## src/rtl/opicorv32_pcpi_pkg.sv

```systemverilog
// Shared decode constants, enums and helpers for the PCPI multiply coprocessor.
package opicorv32_pcpi_pkg;

  localparam logic [6:0] OPCODE_OP     = 7'b0110011;
  localparam logic [6:0] FUNCT7_MULDIV = 7'b0000001;

  typedef enum logic [1:0] {
    OP_MUL    = 2'b00,
    OP_MULH   = 2'b01,
    OP_MULHSU = 2'b10,
    OP_MULHU  = 2'b11
  } mul_op_t;

  typedef enum logic [1:0] {
    S_IDLE  = 2'd0,
    S_CALC  = 2'd1,
    S_RESP  = 2'd2,
    S_DRAIN = 2'd3
  } seqmul_state_t;

  // insn[14] separates the multiplies from DIV/DIVU/REM/REMU.
  function automatic logic is_mul_insn(input logic [31:0] insn);
    return (insn[6:0] == OPCODE_OP) && (insn[31:25] == FUNCT7_MULDIV) && !insn[14];
  endfunction

  function automatic logic [31:0] select_result(input mul_op_t op, input logic [63:0] acc);
    return (op == OP_MUL) ? acc[31:0] : acc[63:32];
  endfunction

endpackage

```

## src/rtl/opicorv32_mul_step.sv

```systemverilog
// Combinational shift-add slice: retires STEPS_AT_ONCE multiplier bits per use.
module opicorv32_mul_step #(
  parameter int STEPS_AT_ONCE = 1
) (
  input  logic [63:0] acc,
  input  logic [63:0] mcand,
  input  logic [63:0] mplier,
  output logic [63:0] acc_next,
  output logic [63:0] mcand_next,
  output logic [63:0] mplier_next
);

  always_comb begin
    // NOTE: blocking assignments here build an unrolled chain of adders; each
    // iteration sees the previous iteration's value, which is the intent.
    acc_next    = acc;
    mcand_next  = mcand;
    mplier_next = mplier;
    for (int i = 0; i < STEPS_AT_ONCE; i++) begin
      if (mplier_next[0]) acc_next = acc_next + mcand_next;
      mcand_next  = {mcand_next[62:0], 1'b0};
      mplier_next = {1'b0, mplier_next[63:1]};
    end
  end

endmodule

```

## src/rtl/opicorv32_pcpi_seqmul.sv

```systemverilog
// PCPI responder for MUL/MULH/MULHSU/MULHU using a multi-cycle shift-add datapath.
module opicorv32_pcpi_seqmul
  import opicorv32_pcpi_pkg::*;
#(
  parameter int STEPS_AT_ONCE = 1
) (
  input  logic        clk,
  input  logic        resetn,
  input  logic        pcpi_valid,
  input  logic [31:0] pcpi_insn,
  input  logic [31:0] pcpi_rs1,
  input  logic [31:0] pcpi_rs2,
  output logic        pcpi_wr,
  output logic [31:0] pcpi_rd,
  output logic        pcpi_wait,
  output logic        pcpi_ready
);

  localparam logic [5:0] CNT_INIT = 6'(64 / STEPS_AT_ONCE - 1);

  seqmul_state_t state;
  mul_op_t       op;
  logic [63:0]   acc, mcand, mplier;
  logic [63:0]   acc_nxt, mcand_nxt, mplier_nxt;
  logic [5:0]    cnt;

  logic          insn_match;
  mul_op_t       insn_op;
  logic [63:0]   rs1_ext, rs2_ext;
  logic          unused_insn_fields;

  assign insn_match = is_mul_insn(pcpi_insn);
  assign insn_op    = mul_op_t'(pcpi_insn[13:12]);

  // Register specifiers are the core's business; only the opcode fields matter here.
  assign unused_insn_fields = ^{pcpi_insn[24:15], pcpi_insn[11:7]};

  // rs1 is signed for MULH/MULHSU, rs2 only for MULH.
  assign rs1_ext = ((insn_op == OP_MULH) || (insn_op == OP_MULHSU)) ?
                   {{32{pcpi_rs1[31]}}, pcpi_rs1} : {32'b0, pcpi_rs1};
  assign rs2_ext = (insn_op == OP_MULH) ?
                   {{32{pcpi_rs2[31]}}, pcpi_rs2} : {32'b0, pcpi_rs2};

  opicorv32_mul_step #(
    .STEPS_AT_ONCE(STEPS_AT_ONCE)
  ) u_step (
    .acc        (acc),
    .mcand      (mcand),
    .mplier     (mplier),
    .acc_next   (acc_nxt),
    .mcand_next (mcand_nxt),
    .mplier_next(mplier_nxt)
  );

  assign pcpi_wr = pcpi_ready;

  // NOTE: sequential state uses non-blocking assignments so every register
  // samples pre-edge values regardless of statement order.
  always_ff @(posedge clk or negedge resetn) begin
    if (!resetn) begin
      // NOTE: the datapath registers are plain flops (not a memory), so they
      // are cleared with the control state for a deterministic post-reset view.
      state      <= S_IDLE;
      op         <= OP_MUL;
      acc        <= '0;
      mcand      <= '0;
      mplier     <= '0;
      cnt        <= '0;
      pcpi_wait  <= 1'b0;
      pcpi_ready <= 1'b0;
      pcpi_rd    <= '0;
    end else begin
      case (state)
        S_IDLE: begin
          if (pcpi_valid && insn_match) begin
            op        <= insn_op;
            acc       <= '0;
            mcand     <= rs1_ext;
            mplier    <= rs2_ext;
            cnt       <= CNT_INIT;
            pcpi_wait <= 1'b1;
            state     <= S_CALC;
          end
        end

        S_CALC: begin
          if (!pcpi_valid) begin
            pcpi_wait <= 1'b0;
            state     <= S_IDLE;
          end else begin
            acc    <= acc_nxt;
            mcand  <= mcand_nxt;
            mplier <= mplier_nxt;
            if (cnt == '0) begin
              pcpi_wait  <= 1'b0;
              pcpi_ready <= 1'b1;
              pcpi_rd    <= select_result(op, acc_nxt);
              state      <= S_RESP;
            end else begin
              cnt <= cnt - 6'd1;
            end
          end
        end

        S_RESP: begin
          pcpi_ready <= 1'b0;
          pcpi_rd    <= '0;
          state      <= pcpi_valid ? S_DRAIN : S_IDLE;
        end

        S_DRAIN: begin
          // The core still holds the finished request; wait for it to drop.
          if (!pcpi_valid) state <= S_IDLE;
        end

        default: state <= S_IDLE;
      endcase
    end
  end

endmodule

```

## config.mk

```make
export PLATFORM = sky130hd
export DESIGN_NAME = opicorv32_pcpi_seqmul
export DESIGN_NICKNAME = d
export VERILOG_FILES = /design/src/rtl/opicorv32_pcpi_pkg.sv /design/src/rtl/opicorv32_mul_step.sv /design/src/rtl/opicorv32_pcpi_seqmul.sv
export SDC_FILE = /design/constraint.sdc
export NUM_CORES = 1
export LEC_CHECK = 0
export ABC_CLOCK_PERIOD_IN_PS = 8900
export BUFFER_PORTS_ARGS = -buffer_cell sky130_fd_sc_hd__buf_2
export CAP_MARGIN = 30
export CORE_MARGIN = 2
export CORE_UTILIZATION = 55
export CTS_CLUSTER_SIZE = 24
export DETAILED_ROUTE_END_ITERATION = 8
export PLACE_DENSITY_LB_ADDON = 0.15
export SYNTH_ARGS = -nofsm -noshare
export SYNTH_HDL_FRONTEND = slang
export SYNTH_SLANG_ARGS = --single-unit
```

## constraint.sdc

```tcl
create_clock -name clk -period 8.9 [get_ports clk]
set_input_delay 1.335 -clock clk [delete_from_list [all_inputs] [get_ports clk]]
set_output_delay 1.335 -clock clk [all_outputs]
set_load 0.02 [all_outputs]
```

==> metrics.cfg <==
[global_routing]
grt_first_pass_wirelength_mm = 68.0
antenna_found_initial = 1
grt_max_degree = 104
grt_overflow = 0
grt_usage_pct = 30.4
first_global_vias = 12600

[timing]
slew_violations = 0
setup_viol = 0
hold_viol = 0
tightest_slew_ns = 1.05
period_share_pct = 46.0
fin_skew_ns = 0.0183
slew_headroom_pct = 30.3
max_freq_mhz = 245
rsz0062_at_grt = no
fin_setup_tns_ns = 0
fin_crit_ns = 4.09

[setup_path]
cp.required_ns = 9.33
crit_path_start_kind = flop
cp_common_cell = buf_4
r2r_cells = 11
cpPeakStageDelay_ns = 0.97
crit_type = flop to flop
crit_arrival_ns = 4.52
critPathLaunch = state[0]$_DFFE_PN0P_
cpMaxStageDelayCell = and3_1
end_kind = flop
path_cells = inv_1 -> nor2_4 -> buf_4 -> buf_4 -> and3_1 -> a21oi_2 -> buf_4 -> and2_1 -> nor3b_1 -> a211o_1 -> nor3_1
rr_startpoint = state[0]$_DFFE_PN0P_
cp_max_fo = 66

[cts]
clock_latency_ns = 0.56
cts.path.max_buffers = 3
htreeDepth = 1
ctsResizeCount = 0
cts_inserted_buffers = 28
path_clk_slew_ns = 0.06
post_cts_buffers = 0
hold_buffers = 0
root_buffer = clkbuf_16
cts_sinks = 236
cts_tree = yes

[route]
drt-pass1-iter-count = 5
dr.max_layer_used = met4
first_iter_violations = 1102
drc = 0
avgRoutedWirePerCell_um = 19.4
routed_via_density = 6.07
met2_length_mm = 18.6
ant_nets = 0
wl_met3_mm = 3.38
wl_met1_mm = 18.5
dr_total_vias = 13200
drt_wl_total_mm = 42.0

[placement]
dp_hpwl_mm = 29.9
port-buffer-count = 118
gp_congestion = 0.969
dpl.cell_count = 2116

[yosys]
yosysWarnings = 0
ys_top_cells_by_area = dfrtp_1, nand2_1, a21oi_1
synth_top_area_share_pct = 40.8
muxShareOfSynthArea_pct = 2.14
synth_area_leader_cell = dfrtp_1
synth_compound_area_share_pct = 23.6
syn_area_um2 = 14500
synth_top_family_by_area = compound AO/OA/AOI/OAI gates
syn_inst = 1767
ys_types = 73
synthSimpleGateAreaFrac_pct = 19.9
synth-xor-area-share_pct = 3.75
syn_nets = 1933
synth_flop_cell = dfrtp_1
yosys.area_share.adder_pct = 5.84
synthTopCellsByCount = nand2_1, dfrtp_1, a21oi_1, nor2_1, o21ai_0
synth.most_common_cell = nand2_1
post_synth.cell_area_avg_um2 = 8.20
synth_edf_count = 0
ys_async_sr_fraction_pct = 100
ys_seq_area_share_pct = 40.8
ys_ff_latch = 236

[run_status]
status = finished clean

[finish]
drive_gt1_share_pct = 12.4
nFillCells = 2300
area_growth_pct = 12.1
multi_input_area_um2 = 8060
fin_nets = 1977
regArea_um2 = 5910
fin_cells = 2167

[power]
powerDensity_nw_per_um2 = 181
p_leak_uw = 0.00754
ir_drop_uv = 191

[flow_run]
cap_violations = 0

[die]
initial_utilization_pct = 55.8
dieArea_um2 = 27700
die_h_um = 166
fp.dieW_um = 166
num_rows = 59
coreArea_um2 = 26000
ioPinCount = 134

[worst_hold_path]
hold_class = flop to flop
whs_path_depth = 2
min_from = pcpi_rd[21]$_DFFE_PN0P_

[final cells by class]
type / count / area share, %
antenna: 1 / 0.0154
sequential: 236 / 36.4
inverter: 27 / 0.624
timing repair buffer: 135 / 4.61
tap: 335 / 2.58
clock buffer: 39 / 4.81
clock inverter: 11 / 1.35
multi-input combinational: 1383 / 49.6
[layout by cell type (no fill, tap or decap), types with 4 or more instances in the layout]
cell / n
a21o_1: 32
mux4_2: 4
mux2i_1: 22
nor2b_1: 9
nand2_1: 342
nand4_1: 25
o21ai_0: 125
nor4_1: 5
o21a_1: 10
buf_4: 16
xor2_1: 23
nor3b_1: 5
nand3b_1: 4
ha_1: 66
xnor2_1: 39
and3_1: 6
a32o_1: 4
a211o_1: 5
nor2_1: 157
buf_2: 117
a22o_1: 17
a21oi_1: 171
a31oi_1: 75
nand2b_1: 9
clkbuf_1: 7
o211ai_1: 10
nand3_1: 60
or2_2: 6
bufinv_16: 6
a211oi_1: 5
clkbuf_16: 28
a221oi_1: 7
nor3_1: 25
o21ai_1: 20
dfrtp_1: 235
o31ai_1: 6
clkbuf_8: 4
a21oi_2: 10
inv_1: 27
o21bai_1: 15
[state kept, by name, indices dropped and copies added, names as in the netlist]
| name | cells |
|---|---|
| acc | 64 |
| state | 2 |
| pcpi_ready | 1 |
| pcpi_rd | 32 |
| mplier | 64 |
| mcand | 64 |
| pcpi_wait | 1 |
| op | 2 |
| cnt | 6 |
[through the flow]
| stage | hold slack [ns] | instance area (um^2) | setup WS (ns) | utilization (%) | total power [uW] |
|---|---|---|---|---|---|
| final | 0.461 | 16200 | 4.81 | 62.5 | 2950 |
| after global routing | 0.498 | 16200 | 4.47 | 62.5 | 3080 |
| after CTS | 0.464 | 16200 | 4.84 | 62.5 | 2960 |
| after detailed placement | 0.452 | 15200 | 4.94 | 58.6 | 1710 |
| after global placement | 0.446 | 15200 | 5.00 | 58.5 | 1700 |
| after floorplan | 0.454 | 14500 | 5.87 | - | 1560 |
[per-layer routing]
metal	vias to the layer above	GRT usage (%)
met5	-	0
met4	0	9.45
met3	82	7.27
met2	468	47.0
met1	6258	42.5
li1	6352	-
[power by group]
part | internal (uW) | total [uW] | switching [uW]
sequential | 1180 | 1260 | 79.7
clock | 784 | 1250 | 462
combinational | 167 | 443 | 276
total | 2130 | 2950 | 818
[critical path: cells and delay by family (launching register included)]
kind / cells / cell delay [ns]
buf+inv: 4 / 1.65
flops: 1 / 0.41
simple gates: 5 / 1.67
compound gates: 2 / 0.19
[final timing paths]
check	end	slack [ns]
worst max-delay path	pcpi_rd[25]$_DFFE_PN0P_	4.81
worst min-delay path	pcpi_rd[21]$_DFFE_PN0P_	0.46
worst max register to register	pcpi_rd[25]$_DFFE_PN0P_	4.81
worst min register to register	pcpi_rd[21]$_DFFE_PN0P_	0.46
max in group asynchronous	mplier[42]$_DFFE_PN0P_	6.64
min in group asynchronous	mcand[9]$_DFFE_PN0P_	0.81
[logic make-up (layout without fill, tap and decap cells)]
family / Yosys count / count (layout)
simple gates: 675 / 675
flops: 236 / 236
mux: 26 / 26
other cells: 0 / 1
compound gates: 553 / 553
fa+ha+maj: 67 / 67
xor+xnor: 62 / 62
buf+inv: 148 / 212
Power figures use the tool's default switching activity.
